===== src/rtl/uart_sched_pkg.sv =====
// -----------------------------------------------------------------------------
// uart_sched_pkg
// Shared types and constants for the UART transmit scheduler.
//   sched_state_t : scheduler FSM state encoding
//   HDR_TAG       : upper nibble of the per-packet source-ID header byte
//   GAP_W         : width of the mid-packet stall counter
//   hdr_byte()    : builds the header byte for a requester id
// -----------------------------------------------------------------------------
package uart_sched_pkg;

  typedef enum logic [1:0] {
    IDLE = 2'd0,
    SEND = 2'd1,
    WAIT = 2'd2
  } sched_state_t;

  localparam logic [3:0] HDR_TAG = 4'hA;
  localparam int         GAP_W   = 10;

  function automatic logic [7:0] hdr_byte(input logic [3:0] id);
    return {HDR_TAG, id};
  endfunction

endpackage


===== src/rtl/uart_tx_sched_rr_arb.sv =====
// -----------------------------------------------------------------------------
// rr_arb
// Combinational round-robin pick. The search starts at last_id_i+1 and wraps,
// so the most recently served requester has the lowest priority.
//   req_i     in  NUM_REQ  request vector
//   last_id_i in  4        previously granted requester
//   win_o     out 4        winning requester index (valid when any_o)
//   any_o     out 1        at least one request is set
// -----------------------------------------------------------------------------
module rr_arb #(
  parameter int NUM_REQ = 4
) (
  input  logic [NUM_REQ-1:0] req_i,
  input  logic [3:0]         last_id_i,
  output logic [3:0]         win_o,
  output logic               any_o
);

  logic found;

  // Two passes: first the requesters above last_id, then the wrap-around
  // part (0..last_id). The first hit in that order is the winner.
  always_comb begin
    win_o = '0;
    found = 1'b0;
    for (int i = 0; i < NUM_REQ; i++) begin
      if (!found && req_i[i] && (4'(i) > last_id_i)) begin
        found = 1'b1;
        win_o = 4'(i);
      end
    end
    for (int i = 0; i < NUM_REQ; i++) begin
      if (!found && req_i[i] && (4'(i) <= last_id_i)) begin
        found = 1'b1;
        win_o = 4'(i);
      end
    end
    any_o = found;
  end

endmodule


===== src/rtl/uart_tx_sched.sv =====
// -----------------------------------------------------------------------------
// uart_tx_sched
// Shares one UART transmitter between NUM_REQ byte-stream requesters. Grants
// are round-robin at packet boundaries and held until the requester's last
// byte (or a mid-packet stall timeout). Optionally each packet is prefixed
// with a {HDR_TAG, id} header byte.
//   clk        in  1          system clock
//   rst        in  1          asynchronous active-high reset
//   req_vld    in  NUM_REQ    per-requester byte valid
//   req_data   in  NUM_REQ*8  per-requester byte, requester i at [8i+7:8i]
//   req_last   in  NUM_REQ    byte is the last of its packet
//   req_rdy    out NUM_REQ    one-hot accept, combinational from state
//   tx_done    in  1          UART frame complete
//   trmt       out 1          UART load strobe, one-cycle registered pulse
//   tx_data    out 8          UART byte, held until the next load
//   grant_vld  out 1          a packet lock is held
//   grant_id   out 4          locked requester
//   gap_err    out 1          one-cycle pulse when a lock times out
//
// state | meaning
// IDLE  | no lock; arbitrate among valid requesters
// SEND  | lock held; load header or next byte into the UART, count stalls
// WAIT  | UART busy with a frame; wait for a qualified tx_done
// -----------------------------------------------------------------------------
module uart_tx_sched
  import uart_sched_pkg::*;
#(
  parameter int NUM_REQ = 4,
  parameter bit HDR_EN  = 1'b1,
  parameter int GAP_MAX = 1023
) (
  input  logic                 clk,
  input  logic                 rst,
  input  logic [NUM_REQ-1:0]   req_vld,
  input  logic [NUM_REQ*8-1:0] req_data,
  input  logic [NUM_REQ-1:0]   req_last,
  output logic [NUM_REQ-1:0]   req_rdy,
  input  logic                 tx_done,
  output logic                 trmt,
  output logic [7:0]           tx_data,
  output logic                 grant_vld,
  output logic [3:0]           grant_id,
  output logic                 gap_err
);

  localparam logic [GAP_W-1:0] GAP_LIM = GAP_W'(GAP_MAX);

  sched_state_t      state_q;
  logic              trmt_q;
  logic [7:0]        tx_data_q;
  logic              grant_vld_q;
  logic [3:0]        grant_id_q;
  logic [3:0]        last_id_q;
  logic              gap_err_q;
  logic              hdr_pend_q;
  logic              end_pend_q;
  logic [GAP_W-1:0]  gap_q;
  logic [GAP_W-1:0]  gap_d;

  logic [3:0]        rr_win;
  logic              rr_any;
  logic              sel_vld;
  logic              sel_last;
  logic [7:0]        sel_data;

  rr_arb #(
    .NUM_REQ (NUM_REQ)
  ) u_rr_arb (
    .req_i     (req_vld),
    .last_id_i (last_id_q),
    .win_o     (rr_win),
    .any_o     (rr_any)
  );

  // Mux out the locked requester's byte stream.
  always_comb begin
    sel_vld  = 1'b0;
    sel_last = 1'b0;
    sel_data = '0;
    for (int i = 0; i < NUM_REQ; i++) begin
      if (grant_id_q == 4'(i)) begin
        sel_vld  = req_vld[i];
        sel_last = req_last[i];
        sel_data = req_data[8*i +: 8];
      end
    end
  end

  // Only the lock holder ever sees ready, and only once its header is out.
  always_comb begin
    req_rdy = '0;
    for (int i = 0; i < NUM_REQ; i++) begin
      req_rdy[i] = (state_q == SEND) && !hdr_pend_q && (grant_id_q == 4'(i));
    end
  end

  assign gap_d = gap_q + GAP_W'(1);

  always_ff @(posedge clk or posedge rst) begin
    if (rst) begin
      state_q     <= IDLE;
      trmt_q      <= 1'b0;
      tx_data_q   <= 8'h00;
      grant_vld_q <= 1'b0;
      grant_id_q  <= 4'h0;
      last_id_q   <= 4'(NUM_REQ - 1);
      gap_err_q   <= 1'b0;
      hdr_pend_q  <= 1'b0;
      end_pend_q  <= 1'b0;
      gap_q       <= '0;
    end else begin
      trmt_q    <= 1'b0;
      gap_err_q <= 1'b0;
      case (state_q)
        IDLE: begin
          if (rr_any) begin
            grant_id_q  <= rr_win;
            last_id_q   <= rr_win;
            grant_vld_q <= 1'b1;
            hdr_pend_q  <= HDR_EN;
            end_pend_q  <= 1'b0;
            gap_q       <= '0;
            state_q     <= SEND;
          end
        end

        SEND: begin
          if (hdr_pend_q) begin
            trmt_q     <= 1'b1;
            tx_data_q  <= hdr_byte(grant_id_q);
            hdr_pend_q <= 1'b0;
            state_q    <= WAIT;
          end else if (sel_vld) begin
            // A byte arriving on the timeout cycle wins over the timeout.
            trmt_q     <= 1'b1;
            tx_data_q  <= sel_data;
            end_pend_q <= sel_last;
            state_q    <= WAIT;
          end else if (gap_d == GAP_LIM) begin
            gap_q       <= gap_d;
            gap_err_q   <= 1'b1;
            grant_vld_q <= 1'b0;
            state_q     <= IDLE;
          end else begin
            gap_q <= gap_d;
          end
        end

        WAIT: begin
          // The UART still shows done from the previous frame while it is
          // being loaded, so tx_done only counts once trmt has dropped.
          if (tx_done && !trmt_q) begin
            gap_q <= '0;
            if (end_pend_q) begin
              grant_vld_q <= 1'b0;
              state_q     <= IDLE;
            end else begin
              state_q <= SEND;
            end
          end
        end

        default: state_q <= IDLE;
      endcase
    end
  end

  assign trmt      = trmt_q;
  assign tx_data   = tx_data_q;
  assign grant_vld = grant_vld_q;
  assign grant_id  = grant_id_q;
  assign gap_err   = gap_err_q;

endmodule


===== config.mk =====
export PLATFORM = sky130hd
export DESIGN_NAME = uart_tx_sched
export DESIGN_NICKNAME = d
export VERILOG_FILES = /design/src/rtl/uart_sched_pkg.sv /design/src/rtl/uart_tx_sched_rr_arb.sv /design/src/rtl/uart_tx_sched.sv
export SDC_FILE = /design/constraint.sdc
export NUM_CORES = 1
export LEC_CHECK = 0
export ABC_AREA = 1
export CORE_MARGIN = 10
export CORE_UTILIZATION = 30
export DETAILED_ROUTE_END_ITERATION = 10
export PLACE_DENSITY_LB_ADDON = 0.3
export SETUP_SLACK_MARGIN = 0.5
export SYNTH_ARGS = -nofsm -noshare
export SYNTH_HDL_FRONTEND = slang
export SYNTH_HIERARCHICAL = 1
export SYNTH_SLANG_ARGS = --single-unit

===== constraint.sdc =====
create_clock -name clk -period 2.51 [get_ports clk]
set_input_delay 0.3765 -clock clk [delete_from_list [all_inputs] [get_ports clk]]
set_output_delay 0.3765 -clock clk [all_outputs]
set_load 0.1 [all_outputs]

==> qor.csv, run 1 <==
metric,value,unit
status,completed,
critPathRequiredTime,2.72,ns
vias,2225,
area_growth_syn_to_layout,51.68,%
path_class,flop to flop,
fp.coreArea,6907,sq um
r2r_slack,0.53,ns
start_util,31.27,%
period_needed,1.980,ns
numCtsBuffers,5,
worstSkewPairLatency,0.29,ns
grt_max_degree,32,
synth_seq_cells,31,
rows,30,
power,4.222,mW
ys_seq_area_share,36.04,%
drc,0,
cts_sinks,31,
reg2regPathDepth,11,
grt_use_total,11.87,%
worst_ep_arrival_time,2.19,ns
ir_drop,968.0,uV
dp.cells,456,
place_hpwl,5274,um
yosys.area.top_type,dfrtp_1,
grt_first_pass_wirelength,10780,um
cts_max_level,2,
slew_violations,0,
gr-total-overflow,0,
clk_path_buf_depth,2,
drt_iter0_markers,86,
p_leak,1.472,nW
dieArea,10990,sq um
die_width,104.8,um
synth.distinct_cells,32,
wl,6816,um
max_clock_freq,504.9,MHz
async_reset_ff_share,100.0,%
via_per_inst,4.665,
fin_nets,430,
finalHoldViolations,0,
hp-class,input port to async pin,
syn_avg_cell_area,7.127,sq um
antenna_found_initial,0,
synth_ff_type,dfrtp_1,
num_io_pins,62,
crit_path_cell_trace,"nand2_2, nand3_2, nand2_2, nor2_4, nand3_4, nand3_4, o21ai_4, nor3_4, a21boi_4, nand4_1, o21ai_1",
skew,0.008188,ns
synth_area,2160,sq um
yosys-top-cells-area,"dfrtp_1 34%, nand2_1 17%, nor2_1 6.6%",
slowest_delay,0.57,ns
postLayoutCellArea,3276,sq um
drtPass1Iterations,4,
place_area,2882,sq um
grt_pass1_vias,2174,
syn_inst,303,
rsz0062_at_grt,true,
maxCapViolCount,0,
crit_fanout,6,
synth-warning-count,6,
diodes,0,
cts_root_buffer,clkbuf_8,
ant_nets,0,
fin_tns_setup,0,ns
wl_per_cell,14.29,um
fin_crit_sh,78.90,%
start_kind,flop,
final_cells,477,
layout-drive-gt1-share,26.51,%
n_fill_cell,719,
synth_top_area_share,33.60,%
routabilityCongestion,0.8665,
timing.hold.ws,0.4805,ns
end_kind,flop,
powerDensity,1289,nW/um^2
io_buffers,61,
fp.dieH,104.8,um
cts_tree,yes,
path_clk_slew,0.07,ns
slowest_stage,dfstp_2,
setup_viol,0,
synth_edf_count,0,
## cells in the final DEF, fill, tap and decap left out, types with 2 or more instances in the layout
master,Yosys,layout
a21oi_1,14,14
a31oi_1,4,4
buf_12,0,5
buf_4,4,28
clkbuf_8,0,6
clkdlybuf4s50_1,0,40
clkinv_1,3,2
clkinv_2,0,2
conb_1,1,2
dfrtp_1,29,25
dfrtp_2,0,4
dfstp_2,2,2
dlygate4sd2_1,0,2
ha_1,7,6
inv_1,27,25
inv_2,2,4
nand2_1,95,84
nand2_2,6,15
nand2_4,3,5
nand3_1,25,23
nand3_2,3,3
nand3_4,0,2
nand4_1,3,3
nor2_1,38,31
nor2_2,0,2
nor2_4,4,9
o21ai_0,11,8
o21ai_1,1,2
o21bai_1,2,2
o22ai_1,4,4
o31ai_2,1,2
o31ai_4,0,3
## state kept, by name (all words and copies together), names as in the netlist
| name | flops |
|---|---|
| gap_q | 10 |
| tx_data | 8 |
| grant_id | 4 |
| last_id_q | 2 |
| state_q | 2 |
| end_pend_q | 1 |
| gap_err | 1 |
| grant_vld | 1 |
| hdr_pend_q | 1 |
| trmt | 1 |
## path summary, 6_finish.rpt
kind | start | endpoint
worst min register to register | grant_vld$_DFFE_PP0P_ | grant_vld$_DFFE_PP0P_
max in group asynchronous | rst | last_id_q[0]$_DFFE_PP1P_
worst max-delay path | last_id_q[1]$_DFFE_PP1P_ | gap_q[3]$_DFFE_PP0P_
worst min-delay path | rst | gap_q[0]$_DFFE_PP0P_
min in group clk | grant_vld$_DFFE_PP0P_ | grant_vld$_DFFE_PP0P_
worst max register to register | last_id_q[1]$_DFFE_PP1P_ | gap_q[3]$_DFFE_PP0P_
## power breakdown
group          switching [mW]  internal, mW
clock network           0.189         0.321
logic                    1.98         0.851
registers               0.193         0.692
total                    2.36          1.86
## per-stage QoR
stage	utilization [%]	setup WS, ns
2_1_floorplan	-	0.5408
3_3_place_gp	41.72	0.1511
3_5_place_dp	41.72	0.04297
4_1_cts	44.55	0.5002
5_1_grt	47.43	0.3531
6_report	47.43	0.5296
## kinds of logic (layout without fill, tap and decap cells)
family	after synthesis	count (layout)	synth area share (%)
AND/OR/NAND/NOR	180	180	38.24
flip-flops	31	31	36.04
adder cells (fa/ha/maj)	7	7	4.055
buffers and inverters	39	116	8.517
AO/OA/AOI/OAI	45	45	12.98
other	1	2	0.1736
## layer usage
layer | global-route usage (%) | routed length, um | vias up
li1 | - | - | 1136
met1 | 13.76 | 2841 | 1042
met2 | 21.22 | 3629 | 36
met3 | 2.457 | 231 | 11
met4 | 3.725 | 114 | 0
met5 | 0 | 0 | -
## Yosys cell counts, types with 2 or more instances
| master | number |
|---|---|
| a31oi_1 | 4 |
| buf_4 | 4 |
| nor2_1 | 38 |
| dfstp_2 | 2 |
| nand2_2 | 6 |
| o22ai_1 | 4 |
| clkinv_1 | 3 |
| o21ai_0 | 11 |
| nand3_1 | 25 |
| nand2_1 | 95 |
| o31ai_1 | 4 |
| inv_1 | 27 |
| buf_6 | 3 |
| dfrtp_1 | 29 |
| o21bai_1 | 2 |
| nand3_2 | 3 |
| a21oi_1 | 14 |
| nand2_4 | 3 |
| inv_2 | 2 |
| nor2_4 | 4 |
| ha_1 | 7 |
| nand4_1 | 3 |
## worst max-delay path, delay by kind of cell, from the launching register on
kind | cells | cell delay [ns]
and+or+nand+nor | 8 | 0.91
DFF | 1 | 0.57
AOI/OAI and AO/OA | 3 | 0.42
## timing repair
| action | CTS | global route |
|---|---|---|
| endpoints found under the setup margin | 13 | 18 |
| hold buffers | 0 | 0 |
| setup buffers | 6 | 7 |
| pin swaps | 4 | 9 |
| gates resized for setup | 11 | 36 |
## final cells by class
class                      instances  area (sq um)  share of cell area (%)
multi-input combinational        234          1394                   42.55
sequential                        31         783.3                   23.91
timing repair buffer              76         739.5                   22.57
tap                               96         120.1                   3.667
clock buffer                       6         82.58                   2.521
clock inverter                     2         35.03                   1.070
inverter                          32         121.4                   3.705
Note: power is estimated with default switching activity, not from simulation.
==> run 2, diff against run 1 <==
Clock period 2.51 ns to 1.9 ns, I/O delays scaled along.
==> qor.csv, run 2 (same netlist as run 1, synthesis figures left out) <==
metric,value,unit
die_width,104.8,um
start_util,31.27,%
antenna_found_initial,0,
critPathRequiredTime,2.08,ns
fin_nets,466,
switching_share,55.07,%
path_class,flop to flop,
gr-total-overflow,0,
cts_tree,yes,
finalHoldViolations,0,
drt_iter0_markers,71,
final_cell_mix,"77 x nand2_1, 47 x buf_4, 42 x clkdlybuf4s50_1",
rsz0062_at_grt,true,
power.internal,2.965,mW
failed_checks,setup timing,
max_clock_freq,489.9,MHz
cts_sinks,31,
diodes,0,
final_cells,513,
drtPass1Iterations,4,
grt_max_degree,32,
crit_top_cell,buf_4,
period_needed,2.041,ns
slowest_stage,dfstp_2,
postCtsHoldBufs,0,
worstSkewPairLatency,0.29,ns
finalWorstSetupSlack,-0.1414,ns
fin_crit_sh,107.4,%
num_io_pins,62,
grt_use_total,13.39,%
grt_first_pass_wirelength,12120,um
pwr-share-comb,73.1,%
grt_pass1_vias,2467,
r2r_slack,-0.14,ns
multi_input_area,1627,sq um
slowest_delay,0.57,ns
wl,7688,um
crit_start,last_id_q[1]$_DFFE_PP1P_,
clkPwrFrac,8.3,%
hp-class,input port to async pin,
rows,30,
reg2regPathDepth,13,
skew,0.007611,ns
wl_per_cell,14.99,um
ant_nets,0,
seqPwrFrac,18.6,%
power,6.599,mW
place_hpwl,5276,um
start_kind,flop,
status,"finished, violations left",
cts_root_buffer,clkbuf_8,
endpoint,hdr_pend_q$_DFFE_PP0P_,
final_common_cell,nand2_1,
end_kind,flop,
routabilityCongestion,0.8262,
fp.coreArea,6907,sq um
n_fill_cell,638,
fin_tns_setup,-1.641,ns
worst_ep_arrival_time,2.22,ns
postLayoutCellArea,3845,sq um
numCtsBuffers,5,
largest-register,gap_q,
reg2reg_to,hdr_pend_q$_DFFE_PP0P_,
largest_reg_flops,10,
place_area,3143,sq um
slew_violations,0,
register_area,787.0,sq um
fp.dieH,104.8,um
clk_path_buf_depth,2,
drc,0,
power.switching,3.634,mW
maxCapViolCount,0,
dieArea,10990,sq um
area_growth_syn_to_layout,78.04,%
layout-drive-gt1-share,41.25,%
crit_fanout,6,
vias,2429,
p_leak,1.692,nW
setup_viol,17,
timing.hold.ws,0.3938,ns
ir_drop,949.7,uV
powerDensity,1716,nW/um^2
io_buffers,61,
r2r_start,last_id_q[1]$_DFFE_PP1P_,
via_per_inst,4.735,
cts_max_level,2,
crit_path_cell_trace,"inv_2, nand3_4, nand2_4, nor2_4, buf_4, nand3_4, buf_4, buf_4, buf_4, nand2_2, inv_2, o22ai_1, inv_1",
path_clk_slew,0.07,ns
dp.cells,473,
## run 2: cell count changes in the layout (fill, tap and decap cells not counted), moves of 4 or more
cell	before	now
nor2_2	2	8
nand2_8	0	6
a21oi_1	14	8
nor2_4	9	17
nand2_1	84	77
buf_6	1	13
buf_4	28	47
a21oi_2	0	6
nand3_1	23	19
nor2_1	31	17
## run 2: final cells by class
| cell class | instances | area share, % |
|---|---|---|
| clock buffers | 7 | 2.245 |
| clock inverters | 1 | 0.1302 |
| inverters | 32 | 3.645 |
| multi-input cells | 236 | 42.30 |
| flip-flops and latches | 31 | 20.47 |
| well taps | 96 | 3.124 |
| repair buffers | 110 | 28.08 |
## run 2: power by group through the flow
stage / Clock (mW) / Sequential [mW] / Combinational (mW)
6_report: 0.545 / 1.23 / 4.82
5_1_grt: 0.584 / 1.26 / 5.13
4_1_cts: 0.560 / 1.20 / 4.55
3_5_place_dp: 0 / 1.16 / 3.74
3_3_place_gp: 0 / 1.16 / 3.70
2_1_floorplan: 0 / 1.97 / 1.93
## run 2: worst min path at each step
stage                             start                  endpoint  slack, ns  depth (start not counted)
2_1_floorplan                       rst    end_pend_q$_DFFE_PP0P_       0.39                          1
3_3_place_gp   last_id_q[0]$_DFFE_PP1P_  last_id_q[0]$_DFFE_PP1P_       0.47                          2
3_5_place_dp   last_id_q[0]$_DFFE_PP1P_  last_id_q[0]$_DFFE_PP1P_       0.48                          2
4_1_cts                             rst         gap_err$_DFF_PP0_       0.40                          3
5_1_grt                             rst         gap_err$_DFF_PP0_       0.44                          3
6_report                            rst         gap_err$_DFF_PP0_       0.39                          3
## run 2: timing repair
action / CTS / global route
setup buffers: 25 / 5
pin swaps: 18 / 20
cloned: 2 / 0
setup endpoints to repair: 35 / 37
gates resized for setup: 55 / 37
## run 2: critical path: cells and delay by family, from the launching register on
family | cells | cell delay, ns
compound gates | 1 | 0.17
buf+inv | 7 | 0.70
flops | 1 | 0.57
simple gates | 5 | 0.47
## run 2: metrics by stage
step	setup slack (ns)	utilization (%)
CTS	-0.08027	52.93
detailed placement	-0.3132	45.51
finish	-0.1414	55.67
global route	-0.2729	55.67
global placement	-0.2320	45.51
floorplan	0.05385	-
## run 2: layer usage
| layer | global-route usage [%] | wire, um |
|---|---|---|
| met1 | 14.78 | 2978 |
| met2 | 23.58 | 4111 |
| met3 | 4.361 | 472 |
| met4 | 4.510 | 125 |
| met5 | 0 | 0 |
==> run 3, diff against run 2 <==
Settings changed: CORE_ASPECT_RATIO set to 0.75, CORE_MARGIN 10 to 3.
==> qor.csv, run 3 (same netlist as run 1, synthesis figures left out) <==
metric,value,unit
num_io_pins,62,
numCtsBuffers,5,
gr-total-overflow,0,
hp-class,input port to async pin,
reg2regPathDepth,11,
maxCapViolCount,0,
slowest_stage,dfstp_2,
ir_drop,1129,uV
max_clock_freq,510.8,MHz
worstSkewPairLatency,0.29,ns
final_common_cell,nand2_1,
p_leak,1.633,nW
crit_path_cell_trace,"inv_2, nand3_2, nand2_2, nor2_4, nand3_2, nand3_4, o21ai_4, nor3_4, a21boi_4, nand4_1, o21ai_1",
largest-register,gap_q,
failed_checks,setup timing,
worst_ep_arrival_time,2.18,ns
dp.cells,475,
finalHoldViolations,0,
fin_nets,459,
finalWorstSetupSlack,-0.05754,ns
crit_fanout,6,
grt_use_total,17.35,%
rows,26,
path_buf_inv,1,
largest_reg_flops,10,
slowest_delay,0.56,ns
layout-drive-gt1-share,35.12,%
crit_top_cell,nand3_2,
path_clk_slew,0.07,ns
diodes,0,
dieArea,8263,sq um
setup_viol,10,
postLayoutCellArea,3642,sq um
vias,2374,
fin_tns_setup,-0.4142,ns
wl_per_cell,13.55,um
grt_first_pass_wirelength,11550,um
powerDensity,1724,nW/um^2
drtPass1Iterations,4,
antenna_found_initial,0,
grt_pass1_vias,2289,
drc,0,
drt_iter0_markers,107,
grt_max_degree,32,
start_kind,flop,
final_cell_mix,"84 x nand2_1, 42 x clkdlybuf4s50_1, 42 x buf_4",
fin_crit_sh,103.0,%
place_hpwl,5229,um
skew,0.006536,ns
die_width,104.0,um
timing.hold.ws,0.3833,ns
path_class,flop to flop,
cts_max_level,2,
critPathRequiredTime,2.12,ns
cts_root_buffer,clkbuf_8,
clk_path_buf_depth,2,
io_buffers,61,
rsz0062_at_grt,true,
dp_slack,-0.2884,ns
period_needed,1.958,ns
fp.coreArea,6897,sq um
routabilityCongestion,0.8406,
status,"finished, violations left",
end_kind,flop,
wl,6881,um
r2r_start,last_id_q[1]$_DFFE_PP1P_,
ant_nets,0,
final_cells,508,
cts_sinks,31,
cts_tree,yes,
r2r_slack,-0.06,ns
cp_top_family,simple AND/OR/NAND/NOR gates,
slew_violations,0,
place_area,3146,sq um
fp.dieH,79.48,um
area_growth_syn_to_layout,68.66,%
reg2reg_to,gap_q[3]$_DFFE_PP0P_,
via_per_inst,4.673,
start_util,31.31,%
==> run 3: changes by cell type in the layout (fill, tap and decap cells not counted), moves of 2 or more <==
cell     change
nand2_1      +7
nor2_1       +7
nand2_8      -6
buf_4        -5
nor2_4       -5
nand2_2      -4
o31ai_1      +3
o31ai_2      -3
nand2_4      +2
nand3_1      +2
nor2_2       -2
o21ai_0      +2
o21ai_2      -2
==> run 3: cell type report <==
type | instances | area (sq um)
Sequential cell | 31 | 787.0
Multi-Input combinational cell | 235 | 1443
Clock buffer | 6 | 82.58
Fill cell | 650 | 3254
Inverter | 32 | 141.4
Tap cell | 98 | 122.6
Timing Repair Buffer | 104 | 1031
Clock inverter | 2 | 35.03
==> run 3: where the power goes <==
part	internal, mW	switching (mW)
logic	1.60	2.80
registers	0.921	0.262
clock network	0.424	0.262
total	2.95	3.33
==> run 3: routing by layer <==
| layer | track usage [%] | share of wire (%) | wire length (um) | vias up |
|---|---|---|---|---|
| met4 | 3.320 | 1.0 | 69 | 0 |
| met1 | 25.24 | 50 | 3440 | 1118 |
| met2 | 26.46 | 44 | 3038 | 48 |
| met5 | 0 | 0 | 0 | - |
| li1 | - | - | - | 1199 |
| met3 | 3.880 | 4.8 | 333 | 9 |
==> run 3: worst max-delay path by stage <==
| stage | start | endpoint | slack [ns] | cells after the start |
|---|---|---|---|---|
| after floorplan | last_id_q[1]$_DFFE_PP1P_ | gap_q[1]$_DFFE_PP0P_ | 0.05 | 11 |
| after CTS | last_id_q[1]$_DFFE_PP1P_ | gap_q[3]$_DFFE_PP0P_ | -0.05 | 11 |
| final | last_id_q[1]$_DFFE_PP1P_ | gap_q[3]$_DFFE_PP0P_ | -0.06 | 11 |
| after detailed placement | req_vld[2] | grant_vld$_DFFE_PP0P_ | -0.29 | 13 |
| after global placement | req_vld[2] | grant_vld$_DFFE_PP0P_ | -0.23 | 13 |
| after global routing | last_id_q[1]$_DFFE_PP1P_ | gap_q[3]$_DFFE_PP0P_ | -0.20 | 11 |
==> run 3: through the flow <==
step	power, mW	util [%]
after CTS	6.133	51.22
after detailed placement	4.894	45.61
after floorplan	3.905	-
after global routing	6.688	52.81
after global placement	4.866	45.61
final	6.278	52.81
==> run 3: timing repair <==
action                                  in CTS  in global routing
endpoints found under the setup margin      35                 36
hold buffers                                 0                  0
pin swaps                                   16                 18
buffers inserted                            18                  6
gates resized for setup                     36                 17
gates cloned                                 1                  0
==> run 3: worst min-delay path, stage by stage <==
cell             delay (ns)
clkdlybuf4s50_1        0.40
inv_1                  0.06
buf_4                  0.36
